### src/rtl/narrow_pkg.sv
// Shared types and default widths for the sign_narrower datapath.
package narrow_pkg;

  localparam int DEF_IN_W  = 32;
  localparam int DEF_OUT_W = 16;
  localparam int DEF_CNT_W = 8;

  typedef enum logic [1:0] {
    EMPTY = 2'd0,
    ONE   = 2'd1,
    FULL  = 2'd2
  } state_t;

  // Beat layout at the default output width.
  typedef struct packed {
    logic                 ovf;
    logic [DEF_OUT_W-1:0] result;
  } beat_t;

endpackage

### src/rtl/narrow_core.sv
// Combinational signed narrowing: overflow detect plus clamp or truncate.
// Clamping is selected by defining SIGN_NARROWER_SATURATE_EN.
module narrow_core #(
  parameter int IN_W  = 32,
  parameter int OUT_W = 16
) (
  input  logic [IN_W-1:0]  numIn,
  output logic [OUT_W-1:0] result,
  output logic             ovf
);

  // Representable only when every bit from the output sign bit upward agrees.
  logic [IN_W-OUT_W:0] upper;
  assign upper = numIn[IN_W-1:OUT_W-1];
  assign ovf   = !((&upper) || (~|upper));

`ifdef SIGN_NARROWER_SATURATE_EN
  logic [OUT_W-1:0] clampVal;
  assign clampVal = numIn[IN_W-1] ? {1'b1, {(OUT_W-1){1'b0}}}
                                  : {1'b0, {(OUT_W-1){1'b1}}};
  assign result   = ovf ? clampVal : numIn[OUT_W-1:0];
`else
  assign result   = numIn[OUT_W-1:0];
`endif

endmodule

### src/rtl/sign_narrower.sv
// Streaming signed narrower with a two-entry skid buffer and overflow statistics.
// Define SIGN_NARROWER_SATURATE_EN to clamp overflowing beats instead of truncating.
module sign_narrower
  import narrow_pkg::*;
#(
  parameter int IN_W  = DEF_IN_W,
  parameter int OUT_W = DEF_OUT_W,
  parameter int CNT_W = DEF_CNT_W
) (
  input  logic             clk,
  input  logic             nReset,
  input  logic             inValid,
  output logic             inReady,
  input  logic [IN_W-1:0]  numIn,
  output logic             outValid,
  input  logic             outReady,
  output logic [OUT_W-1:0] numOut,
  output logic             outOvf,
  output logic             ovfSticky,
  output logic [CNT_W-1:0] ovfCount,
  input  logic             clearOvf
);

  typedef struct packed {
    logic             ovf;
    logic [OUT_W-1:0] result;
  } slot_t;

  state_t stateQ, stateD;
  slot_t  mainQ, skidQ, newBeat;
  logic   inReadyQ;
  logic   loadMain, loadSkid, skidToMain;
  logic   accept, deliver;

  narrow_core #(.IN_W(IN_W), .OUT_W(OUT_W)) uCore (
    .numIn  (numIn),
    .result (newBeat.result),
    .ovf    (newBeat.ovf)
  );

  assign accept   = inValid && inReadyQ;
  assign deliver  = outValid && outReady;
  assign inReady  = inReadyQ;
  assign outValid = (stateQ != EMPTY);
  assign numOut   = mainQ.result;
  assign outOvf   = mainQ.ovf;

  always_comb begin
    // NOTE: every output of this block gets a default first so no latch is inferred.
    stateD     = stateQ;
    loadMain   = 1'b0;
    loadSkid   = 1'b0;
    skidToMain = 1'b0;
    case (stateQ)
      EMPTY: if (accept) begin
        stateD   = ONE;
        loadMain = 1'b1;
      end
      ONE: begin
        if (accept && deliver) begin
          loadMain = 1'b1;
        end else if (accept) begin
          stateD   = FULL;
          loadSkid = 1'b1;
        end else if (deliver) begin
          stateD = EMPTY;
        end
      end
      FULL: if (deliver) begin
        stateD     = ONE;
        skidToMain = 1'b1;
      end
      default: stateD = EMPTY;
    endcase
  end

  // NOTE: non-blocking assignments for all registered state; the data slots are
  // reset too so numOut/outOvf read as zero out of reset.
  always_ff @(posedge clk or negedge nReset) begin
    if (!nReset) begin
      stateQ   <= EMPTY;
      inReadyQ <= 1'b1;
      mainQ    <= '0;
      skidQ    <= '0;
    end else begin
      stateQ   <= stateD;
      inReadyQ <= (stateD != FULL);
      if (loadMain)        mainQ <= newBeat;
      else if (skidToMain) mainQ <= skidQ;
      if (loadSkid)        skidQ <= newBeat;
    end
  end

  // A clear colliding with an overflow beat leaves that beat counted.
  always_ff @(posedge clk or negedge nReset) begin
    if (!nReset) begin
      ovfSticky <= 1'b0;
      ovfCount  <= '0;
    end else if (clearOvf) begin
      ovfSticky <= accept && newBeat.ovf;
      ovfCount  <= (accept && newBeat.ovf) ? CNT_W'(1) : '0;
    end else if (accept && newBeat.ovf) begin
      ovfSticky <= 1'b1;
      if (ovfCount != {CNT_W{1'b1}}) ovfCount <= ovfCount + CNT_W'(1);
    end
  end

endmodule

### config.mk
export PLATFORM = sky130hd
export DESIGN_NAME = sign_narrower
export DESIGN_NICKNAME = d
export VERILOG_FILES = /design/src/rtl/narrow_pkg.sv /design/src/rtl/narrow_core.sv /design/src/rtl/sign_narrower.sv
export SDC_FILE = /design/constraint.sdc
export NUM_CORES = 1
export LEC_CHECK = 0
export ABC_AREA = 1
export BUFFER_PORTS_ARGS = -buffer_cell sky130_fd_sc_hd__buf_2
export CAP_MARGIN = 30
export CORE_ASPECT_RATIO = 0.8
export CORE_MARGIN = 2
export CORE_UTILIZATION = 45
export DETAILED_ROUTE_END_ITERATION = 8
export PLACE_DENSITY_LB_ADDON = 0.05
export RECOVER_POWER = 25
export SETUP_SLACK_MARGIN = 0.5
export SLEW_MARGIN = 0
export SYNTH_ARGS = -nofsm -noshare
export SYNTH_HDL_FRONTEND = slang
export SYNTH_HIERARCHICAL = 1
export SYNTH_SLANG_ARGS = --single-unit
### constraint.sdc
create_clock -name clk -period 1.95 [get_ports clk]
set_input_delay 0.39 -clock clk [delete_from_list [all_inputs] [get_ports clk]]
set_output_delay 0.39 -clock clk [all_outputs]
set_load 0.03 [all_outputs]
## Yosys cells after proc, flatten, opt, wreduce, memory -nomap -nowiden

Cells that the tools add are included.

| word-level totals | value |
|---|---|
| word-level logic and storage cells | 49 |
| input port bits | 37 |
| bits in registers | 46 |

| operators by class | value |
|---|---|
| equal/unequal tests | 4 |
| reductions and logical operators | 15 |
| mux-type cells | 21 |
| add/sub/neg operators | 1 |

Operator list:

| kind | number |
|---|---|
| $mux 17 | 2 |
| $mux 8 | 3 |
| $reduce_and 17->1 | 1 |
| $reduce_or 17->1 | 1 |
| $mux 2 | 5 |
| $mux 1 | 9 |
| $add 8x1->8 const B | 1 |
| $ne 8x8->1 const B | 1 |
| $reduce_bool 2->1 | 4 |
| $pmux 2 s3 | 1 |
| $logic_and 1x1->1 | 4 |
| $eq 2x1->1 const B | 1 |
| $eq 2x2->1 const B | 1 |
| $logic_not 1->1 | 2 |
| $logic_not 2->1 | 1 |
| $ne 2x2->1 const B | 1 |
| $pmux 1 s2 | 1 |
| $reduce_and 2->1 | 1 |
| $logic_or 1x1->1 | 1 |

## Longest topological paths before layout

| depth | value |
|---|---|
| depth in word-level cells | 7 |
| depth in mapped cells | 12 |
| depth with buffers taken out | 12 |

## Hierarchy

The synthesis kept the hierarchy.

By module, submodules not included:

| module | times used | cells each | area an instance (sq um) |
|---|---|---|---|
| sign_narrower | 1 | 234 | 2063.2 |
| narrow_core | 1 | 49 | 245.2 |

## Worst setup path after synthesis

No wires, ideal clock.

| path | value |
|---|---|
| path type | reg2reg |
| start | register ovfCount[0] |
| end | register ovfCount[5] |
| library setup time | 127 ps |
| cell stages (with the launch flop) | 8 |
| path buffers | 1 |
| arrival | 1381 ps |
| data required time | 1823 ps |
| slack | 443 ps |
| cell sequence | dfrtp_1 > ha_1 > nand2_1 > nor2_2 > nand2_1 > nand2_2 > buf_6 > o21ai_0 |

| on the way | value |
|---|---|
| longest elaborated chain between the ends | 4 |
| elaborated cells on any way between the ends | 7 |
| classes of those cells | add/sub (1); eq/ne (1); mux (3); reduce/logical (2) |

RTL lines:

| item | RTL line | text |
|---|---|---|
| start, declared | sign_narrower.sv:20 | `output logic [CNT_W-1:0] ovfCount,` |
| start signal, assigned | sign_narrower.sv:101 | `ovfCount <= (accept && newBeat.ovf) ? CNT_W'(1) : '0;` |
| start signal, assigned | sign_narrower.sv:104 | `if (ovfCount != {CNT_W{1'b1}}) ovfCount <= ovfCount + CNT_W'(1);` |
| $add 8x1->8 | sign_narrower.sv:104 |  |
| $mux 8 | sign_narrower.sv:104 |  |
| $mux 8 | sign_narrower.sv:102 | `end else if (accept && newBeat.ovf) begin` |
| $mux 8 | sign_narrower.sv:99 | `end else if (clearOvf) begin` |

Several ways; a longest one is shown, not always the timed one. The select of a mux whose other input is x is not followed.
A chain may end at the register's enable or synchronous reset.

## Final worst setup path

| path | value |
|---|---|
| start | register inReadyQ, in the netlist inReady |
| end | output port inReady |

RTL lines:

| item | RTL line | text |
|---|---|---|
| start, declared | sign_narrower.sv:31 | `logic inReadyQ;` |
| start signal, assigned | sign_narrower.sv:87 | `inReadyQ <= (stateD != FULL);` |
| end, declared | sign_narrower.sv:13 | `output logic inReady,` |

No word-level cell between the ends.

==> qor.yml <==
antenna_found_initial: 0
critPathSlowestCell: "dfstp_2"
dieHeight_um: 68.1
synth.distinct_cells: 23
crit_path_max_incr_delay_ns: 0.56
hp-class: "input pin to register"
firstDrtPassIters: 5
ir_worst_vdd_mv: 0.668
crit_family: "flip-flops"
cp.required_ns: 1.56
cp_cell_sequence: "clkbuf_4"
cp-start-kind: "register"
synth.largest_area_cell: "dfrtp_1"
max_freq_mhz: 693
fillers: 460
viasPerCell: 4.89
slew_viol_final: 0
min_from: "numIn[3]"
path_clk_slew_ns: 0.09
pin_count: 65
worst-r2r-cell-count: 6
met1_usage: 0.254
synth_area_um2: 2310
grt_max_degree: 36
worstMarginPinSlew_ns: 1.40
status: "complete, no violations"
grtUsageMet3: 0.0386
area_growth_syn_to_layout_pct: 25.4
grt_first_pass_wirelength_mm: 8.27
synth_top_area_frac: 0.488
p_leak_nw: 1.45
dp_hpwl_mm: 3.38
yosysSeqAreaShare: 0.499
synth-seq-cells: 46
tritoncts: "yes"
use_met2: 0.279
cts_max_path_buffers: 2
rr_startpoint: "inReady"
grtUsageTotal: 0.180
nNetsFinal: 381
grt_busiest_layer: "met2"
cts_num_sinks: 46
root_buffer: "clkbuf_8"
yosysWarnings: 6
dpl_cell_area_um2: 2570
cp_num_buf_inv: 1
core_um2: 4980
tns_ns: 0
routabilityCongestion: 0.807
clk_latency_ns: 0.30
setup_viol: 0
antenna_left: 0
cts.htree.levels: 2
wl_per_cell_um: 12.5
grt_pass1_vias: 1807
routed-via-count: 1987
p_per_area_nw_per_um2: 1300
rsz0062_at_grt: "yes"
arrival_ns: 1.05
path_class: "register to primary output"
drv_cap: 0
numCtsBuffers: 5
synth_area_leaders: "dfrtp_1, nand2_1, buf_4, nand3_1, o211ai_1"
drt-total-wl_mm: 5.07
timing.final.crit_share: 0.740
overflow: 0
hold_end: "skidQ[3]"
initial_core_util: 0.464
holdPathStages: 3
syn-num-nets: 321
dieArea_um2: 5720
remaining_drc_errors: 0
syn_avg_cell_area_um2: 8.16
num_rows: 23
worstReg2RegEnd: "numOut[14]"
fin_skew_ns: 0.00359
die_x_um: 84.1
num_antenna_cells: 0
port_buffers: 64
hold_viol_final: 0
fin_crit_ns: 1.44
drt_iter0_drc: 96
drive_above_1_share: 0.299
syn-instance-count: 283
crit_fanout: 3
max-slew-margin-rel: 0.0694
stdcell_area_um2: 2890
rrSetupSlack_ns: 0.52
end_kind: "primary output"
==> cell usage in the layout (no fill, tap or decap) <==
cell	n
a21oi_1	2
buf_12	3
buf_2	60
buf_4	10
buf_6	2
bufinv_16	2
clkbuf_1	1
clkbuf_16	1
clkbuf_4	1
clkbuf_8	6
dfrtp_1	42
dfrtp_2	3
dfstp_2	1
ha_1	1
inv_1	23
inv_2	4
nand2_1	78
nand2_2	3
nand2_4	1
nand2_8	1
nand3_1	26
nand3_2	1
nand3_4	1
nand3b_1	1
nand4_1	1
nor2_1	23
nor2_2	1
nor2_4	1
o211ai_1	17
o21ai_0	22
o21ai_1	2
o21ai_4	1
xor2_1	2
==> worst max-delay path by stage <==
stage / startpoint / endpoint / slack, ns / cells past startpoint
6_report: inReady / inReady / 0.51 / 1
4_1_cts: inReady / numOut[7] / 0.49 / 6
3_5_place_dp: numIn[22] / ovfCount[4] / 0.22 / 13
5_1_grt: nReset / ovfCount[0] / 0.37 / 1
2_1_floorplan: ovfCount[0] / ovfCount[5] / 0.56 / 7
3_3_place_gp: numIn[22] / ovfCount[4] / 0.24 / 13
==> report_power, final <==
group | switching (mW) | internal [mW]
Sequential | 0.206 | 1.32
Clock | 0.328 | 0.547
Combinational | 0.866 | 0.500
Total | 1.40 | 2.37
==> layer usage <==
metal / vias up / routed length (µm)
met1: 900 / 2520
li1: 1016 / -
met5: - / 0
met4: 0 / 63
met2: 64 / 2180
met3: 7 / 305
==> synth_stat cells, drive strengths merged <==
cell,number
nand3b,1
inv,27
dfstp,1
clkbuf,2
nand4,1
a21oi,2
nand3,28
o21ai,25
nand2,83
buf,23
nor2,25
xor2,2
ha,1
o211ai,17
dfrtp,45
==> kinds of logic after synthesis <==
| logic type | share of synthesized area |
|---|---|
| simple gates | 0.252 |
| buf+inv | 0.120 |
| flops | 0.499 |
| compound gates | 0.115 |
| xor+xnor | 0.00759 |
| fa+ha+maj | 0.00542 |
==> layout make-up <==
| class | instances | area, µm² | share of cell area |
|---|---|---|---|
| clock inverters | 2 | 60.1 | 0.0208 |
| multi-input cells | 185 | 922 | 0.319 |
| flip-flops and latches | 46 | 1160 | 0.399 |
| clock buffers | 6 | 82.6 | 0.0285 |
| inverters | 27 | 101 | 0.0350 |
| well taps | 62 | 77.6 | 0.0268 |
| repair buffers | 78 | 494 | 0.171 |
==> state kept, by name (all words and copies together), names as in the netlist <==
signal     count
stateQ         2
outOvf         1
inReady        1
ovfCount       8
skidQ         17
numOut        16
ovfSticky      1
==> metrics by stage <==
step                 util  setup slack [ns]  hold WS (ns)  power (mW)  instances
finish              0.581             0.507         0.356        3.77        406
global route        0.581             0.369         0.362        4.01        406
CTS                 0.551             0.493        0.0923        3.65        398
detailed placement  0.516             0.220         0.425        2.75        387
global placement    0.516             0.243         0.421        2.72        387
floorplan               -             0.564        0.0944        2.40        283
==> repair_timing <==
item                       4_1_cts  5_1_grt
cloned                           0        2
setup endpoints to repair       23       34
setup buffers                    3        6
gates resized for setup          2       18
hold buffers                     0        0
hold endpoints to repair         0        0
pin swaps                        0        4
(Power assumes the default switching activity.)
